File: src/rtl/min_max_pkg.sv
// Shared types and widths for the min/max finder requester.
package min_max_pkg;

    localparam int unsigned W_DEFAULT = 3;
    localparam int unsigned CYCLE_W   = 8;

    typedef enum logic [2:0] {
        S_IDLE,
        S_START,
        S_WAIT,
        S_ACK,
        S_RELEASE,
        S_RESULT
    } req_state_t;

endpackage

File: src/rtl/min_max_ref3.sv
// Combinational max/min of three operands; local reference for the result self-check.
module min_max_ref3 #(
    parameter int unsigned W = 3
) (
    input  logic [W-1:0] i_a,
    input  logic [W-1:0] i_b,
    input  logic [W-1:0] i_c,
    output logic [W-1:0] o_max_c,
    output logic [W-1:0] o_min_c
);

    always_comb begin
        o_max_c = i_a;
        o_min_c = i_a;
        if (i_b > o_max_c) o_max_c = i_b;
        if (i_c > o_max_c) o_max_c = i_c;
        if (i_b < o_min_c) o_min_c = i_b;
        if (i_c < o_min_c) o_min_c = i_c;
    end

endmodule

File: src/rtl/min_max_requester.sv
// Initiator for the min/max finder start/Done/ack handshake with request and result ports.
// Optional result self-check enabled by MIN_MAX_REQUESTER_SELF_CHECK_EN.
module min_max_requester
    import min_max_pkg::*;
#(
    parameter int unsigned W       = W_DEFAULT,
    parameter int unsigned TIMEOUT = 64
) (
    input  logic               clk,
    input  logic               reset,
    input  logic               req_valid,
    output logic               req_ready,
    input  logic [W-1:0]       req_x,
    input  logic [W-1:0]       req_y,
    input  logic [W-1:0]       req_z,
    output logic [W-1:0]       xin,
    output logic [W-1:0]       yin,
    output logic [W-1:0]       zin,
    output logic               start,
    output logic               ack,
    input  logic               done,
    input  logic [W-1:0]       max_in,
    input  logic [W-1:0]       min_in,
    output logic               res_valid,
    input  logic               res_ready,
    output logic [W-1:0]       res_max,
    output logic [W-1:0]       res_min,
    output logic [CYCLE_W-1:0] res_cycles,
    output logic               res_err,
    output logic               res_mismatch,
    output logic               busy
);

    req_state_t         r_state;
    req_state_t         w_state_next;
    logic               r_req_ready;
    logic               r_start;
    logic               r_ack;
    logic               r_res_valid;
    logic               r_busy;
    logic [W-1:0]       r_xin;
    logic [W-1:0]       r_yin;
    logic [W-1:0]       r_zin;
    logic [CYCLE_W-1:0] r_cnt;
    logic [W-1:0]       r_res_max;
    logic [W-1:0]       r_res_min;
    logic [CYCLE_W-1:0] r_res_cycles;
    logic               r_res_err;
    logic               r_res_mismatch;
    logic [CYCLE_W-1:0] w_cnt_inc;
    logic               w_accept;
    logic               w_capture;
    logic               w_timeout;
    logic               w_mismatch;

`ifdef MIN_MAX_REQUESTER_SELF_CHECK_EN
    logic [W-1:0] w_ref_max;
    logic [W-1:0] w_ref_min;

    min_max_ref3 #(.W(W)) u_ref (
        .i_a     (r_xin),
        .i_b     (r_yin),
        .i_c     (r_zin),
        .o_max_c (w_ref_max),
        .o_min_c (w_ref_min)
    );

    assign w_mismatch = (w_ref_max != max_in) || (w_ref_min != min_in);
`else
    assign w_mismatch = 1'b0;
`endif

    // WAIT latency including the current cycle, saturating so it never wraps
    assign w_cnt_inc = (r_cnt == '1) ? r_cnt : r_cnt + CYCLE_W'(1);

    always_comb begin
        w_state_next = r_state;
        w_accept     = 1'b0;
        w_capture    = 1'b0;
        w_timeout    = 1'b0;
        unique case (r_state)
            S_IDLE: begin
                if (r_req_ready && req_valid) begin
                    w_accept     = 1'b1;
                    w_state_next = S_START;
                end
            end
            S_START: w_state_next = S_WAIT;
            S_WAIT: begin
                if (done) begin
                    w_capture    = 1'b1;
                    w_state_next = S_ACK;
                end else if (w_cnt_inc == CYCLE_W'(TIMEOUT)) begin
                    w_timeout    = 1'b1;
                    w_state_next = S_RESULT;
                end
            end
            S_ACK: w_state_next = S_RELEASE;
            // hold off until the finder drops Done so the next start is clean
            S_RELEASE: begin
                if (!done) w_state_next = S_RESULT;
            end
            S_RESULT: begin
                if (res_ready) w_state_next = S_IDLE;
            end
            default: w_state_next = S_IDLE;
        endcase
    end

    always_ff @(posedge clk) begin
        if (reset) begin
            r_state        <= S_IDLE;
            r_req_ready    <= 1'b0;
            r_start        <= 1'b0;
            r_ack          <= 1'b0;
            r_res_valid    <= 1'b0;
            r_busy         <= 1'b0;
            r_xin          <= '0;
            r_yin          <= '0;
            r_zin          <= '0;
            r_cnt          <= '0;
            r_res_max      <= '0;
            r_res_min      <= '0;
            r_res_cycles   <= '0;
            r_res_err      <= 1'b0;
            r_res_mismatch <= 1'b0;
        end else begin
            r_state     <= w_state_next;
            r_req_ready <= (w_state_next == S_IDLE);
            r_start     <= (w_state_next == S_START);
            r_ack       <= (w_state_next == S_ACK);
            r_res_valid <= (w_state_next == S_RESULT);
            r_busy      <= (w_state_next != S_IDLE);

            if (w_accept) begin
                r_xin <= req_x;
                r_yin <= req_y;
                r_zin <= req_z;
            end

            if (r_state == S_START) begin
                r_cnt <= '0;
            end else if (r_state == S_WAIT) begin
                r_cnt <= w_cnt_inc;
            end

            if (w_capture) begin
                r_res_max      <= max_in;
                r_res_min      <= min_in;
                r_res_cycles   <= w_cnt_inc;
                r_res_err      <= 1'b0;
                r_res_mismatch <= w_mismatch;
            end else if (w_timeout) begin
                r_res_max      <= '0;
                r_res_min      <= '0;
                r_res_cycles   <= w_cnt_inc;
                r_res_err      <= 1'b1;
                r_res_mismatch <= 1'b0;
            end else if (r_state == S_RESULT && res_ready) begin
                r_res_err      <= 1'b0;
                r_res_mismatch <= 1'b0;
            end
        end
    end

    assign req_ready    = r_req_ready;
    assign start        = r_start;
    assign ack          = r_ack;
    assign res_valid    = r_res_valid;
    assign busy         = r_busy;
    assign xin          = r_xin;
    assign yin          = r_yin;
    assign zin          = r_zin;
    assign res_max      = r_res_max;
    assign res_min      = r_res_min;
    assign res_cycles   = r_res_cycles;
    assign res_err      = r_res_err;
    assign res_mismatch = r_res_mismatch;

endmodule

File: config.mk
export PLATFORM = sky130hd
export DESIGN_NAME = min_max_requester
export DESIGN_NICKNAME = d
export VERILOG_FILES = /design/src/rtl/min_max_pkg.sv /design/src/rtl/min_max_ref3.sv /design/src/rtl/min_max_requester.sv
export SDC_FILE = /design/constraint.sdc
export NUM_CORES = 1
export LEC_CHECK = 0
export BUFFER_PORTS_ARGS = -buffer_cell sky130_fd_sc_hd__buf_2
export CORE_UTILIZATION = 30
export CTS_BUF_LIST = sky130_fd_sc_hd__clkbuf_2
export CTS_CLUSTER_SIZE = 16
export DETAILED_ROUTE_END_ITERATION = 7
export PLACE_DENSITY_LB_ADDON = 0.1
export SETUP_SLACK_MARGIN = 0.05
export SLEW_MARGIN = 15
export SYNTH_ARGS = -nofsm -noshare
export SYNTH_HDL_FRONTEND = slang
export SYNTH_HIERARCHICAL = 1
export SYNTH_SLANG_ARGS = --single-unit
File: constraint.sdc
create_clock -name clk -period 2.9 [get_ports clk]
set_clock_uncertainty 0.1 [all_clocks]
set_input_delay 0.29 -clock clk [delete_from_list [all_inputs] [get_ports clk]]
set_output_delay 0.29 -clock clk [all_outputs]
set_load 0.1 [all_outputs]
==> flow_metrics.py <==
metrics = {
    "final_layout": {
        "area_delta_synth_final_pct": 17.52,
        "drive_above_1_share_pct": 26.24,
        "fill_cells": 672,
        "diodes": 0,
        "postLayoutCoreUtil_pct": 36.35,
        "fin_area_mm2": 0.002308,
        "area.sequential_um2": 800.8,
        "multi_input_area_mm2": 0.001035,
        "fin_nets": 283,
    },
    "clocking": {
        "cts_max_path_buffers": 2,
        "cts_buffers": 5,
        "cts_sinks": 40,
        "h-tree-depth": 2,
        "root_buffer": "clkbuf_2",
        "cts_tree": "built",
        "insertion_delay_ps": 390,
        "path_clk_slew_ps": 210,
    },
    "routing": {
        "viasPerCell": 4.794,
        "drc": 0,
        "firstDrtPassIters": 4,
        "drtIter0Drc": 66,
        "num_vias": 1630,
        "ant_nets": 0,
        "drt-total-wl_um": 4259,
        "post_drt_wl_per_cell_um": 12.53,
    },
    "sta": {
        "worst_pin_slew_ps": 639.2,
        "finalHoldViolCount": 0,
        "setup_tns_ps": 0,
        "slew_headroom_pct": 57.10,
        "maxSlewViolCount": 0,
        "rsz0062_at_grt": "no",
        "fmax_ghz": 0.4099,
        "period_needed_ps": 2440,
        "finalSetupViolCount": 0,
        "fin_hold_ws_ps": 41.18,
        "timing.final.crit_share_pct": 84.13,
    },
    "setup_path": {
        "rrSetupSlack_ps": 460,
        "crit_type": "reg -> reg",
        "worst_setup_path_start_kind": "register",
        "ff2ff_path_depth": 7,
        "critical_path_required_ps": 3140,
        "arrival_ps": 2680,
        "cp-end-kind": "register",
        "r2r_start": "r_cnt[0]",
        "worstReg2RegEnd": "res_min[0]",
        "crit_fanout": 10,
    },
    "yosys": {
        "synth_top_area_share_pct": 40.76,
        "yosys-top-cells-area": "dfxtp_1, mux2i_1, nand2_1",
        "ys_types": 48,
        "syn-num-nets": 238,
        "synth_top_cells_by_count": "dfxtp_1, nand2_1, nor2_1, mux2i_1, a21oi_1",
        "synth_edf_count": 0,
        "yosysWarnings": 6,
        "synth.most_common_cell": "dfxtp_1",
        "avgSynthCellArea_um2": 9.052,
        "synth_top_cell_by_area": "dfxtp_1",
        "syn_inst": 217,
        "synth_area_mm2": 0.001964,
        "synth_ff_type": "dfxtp_1",
        "yosysSeqAreaShare_pct": 40.76,
        "ys_ff_latch": 40,
        "async_flop_share_pct": 0,
    },
    "global_routing": {
        "first_global_vias": 1552,
        "gr-max-usage-layer": "met2",
        "met1_usage_pct": 17.39,
        "grt_overflow": 0,
        "grt_max_degree": 23,
        "use_met2_pct": 20.94,
        "grt_use_met3_pct": 2.982,
        "grt_pass1_wl_um": 7417,
        "antenna_found_initial": 0,
        "grtUsageTotal_pct": 13.10,
    },
    "pwr": {
        "power.density_mw_per_mm2": 493.5,
        "leakage_uw": 0.0009510,
        "ir_drop_mv": 0.2320,
        "power_uw": 1139,
    },
    "die": {
        "io_pins": 50,
        "rows": 29,
        "die-height_um": 82.92,
        "die_w_um": 82.92,
        "die_area_mm2": 0.006876,
        "start_util_pct": 30.94,
        "fp.coreArea_mm2": 0.006350,
    },
    "place": {
        "place.gp.congestion": 0.7902,
        "dpl_cell_area_mm2": 0.002195,
        "hpwlAfterDp_um": 3130,
        "portBuffers": 48,
    },
    "worst_hold_path": {
        "hold_path_class": "in -> reg",
        "hp-start": "req_z[0]",
        "hold_end": "zin[0]",
        "hold_depth": 3,
    },
    "flow_run": {
        "cap_violations": 0,
    },
    "run_status": {
        "status": "completed",
    },
}
cells in the final DEF (no fill, tap or decap), types with 5 or more instances in the layout:
cell	n
clkbuf_2	5
nor2_1	25
dlygate4sd3_1	7
a21oi_1	10
a32o_1	6
buf_2	48
dfxtp_1	40
mux2i_1	16
nand2b_1	5
nand3_1	6
nand2_1	27
report_power, final:
part           leakage, µW  internal, µW  total, µW  switching [µW]
clock network    0.0000327          58.5        244             185
logic             0.000594          73.9        300             226
registers         0.000324           575        595            20.0
total             0.000951           708       1140             431
area by class of cell:
type | count | area share, %
clock buffers | 5 | 1.084
inverters | 2 | 0.3252
flip-flops and latches | 40 | 34.69
well taps | 77 | 4.173
multi-input cells | 156 | 44.82
repair buffers | 57 | 14.09
clock inverters | 3 | 0.8130
stage by stage:
step	setup slack (ps)	cells
final	460.1	340
after global routing	295.0	340
after CTS	429.1	340
after detailed placement	456.8	325
after global placement	547.5	325
after floorplan	888.2	217
worst max path at each step:
stage,from,to,slack [ps]
detailed placement,r_cnt[0],res_max[1],460
finish,r_cnt[0],res_min[0],460
floorplan,req_ready,xin[0],890
global route,r_cnt[0],res_min[0],290
CTS,r_cnt[0],res_min[0],430
global placement,r_cnt[0],res_min[2],550
worst max-delay path: stages, from the launching register on:
cell	delay (ps)
dfxtp_1	530
ha_1	390
and3b_1	220
o211ai_1	240
a22oi_2	170
a21oi_4	350
buf_4	250
a32o_1	170
sequential cells by signal, indices dropped and copies added (netlist names):
name and cells:
xin 3, start 1, r_cnt 8, r_state 3, busy 1, res_cycles 8
ack 1, res_min 3, res_err 1, res_valid 1, yin 3, zin 3
res_max 3, req_ready 1
logic make-up after synthesis:
kind of cell    count (synthesis)  share of synthesized area [%]
compound gates                 45                          18.34
xor+xnor                        3                          1.338
fa+ha+maj                       1                         0.6368
buf+inv                        21                          6.560
flops                          40                          40.76
mux                            19                          9.872
other cells                     1                         0.1909
simple gates                   87                          22.29
routing by layer:
layer | vias up | share of wire (%) | routed length [µm]
met5 | - | 0 | 0
met4 | 0 | 0.56 | 24
met3 | 2 | 3.6 | 153
met2 | 32 | 45 | 1899
met1 | 736 | 51 | 2182
li1 | 860 | - | -
what timing repair did:
item,in CTS,in global routing
buffers inserted,0,0
gates resized for setup,0,0
endpoints found under the hold margin,7,0
hold buffers,7,0
No activity file was read; power rests on OpenSTA's default activity.
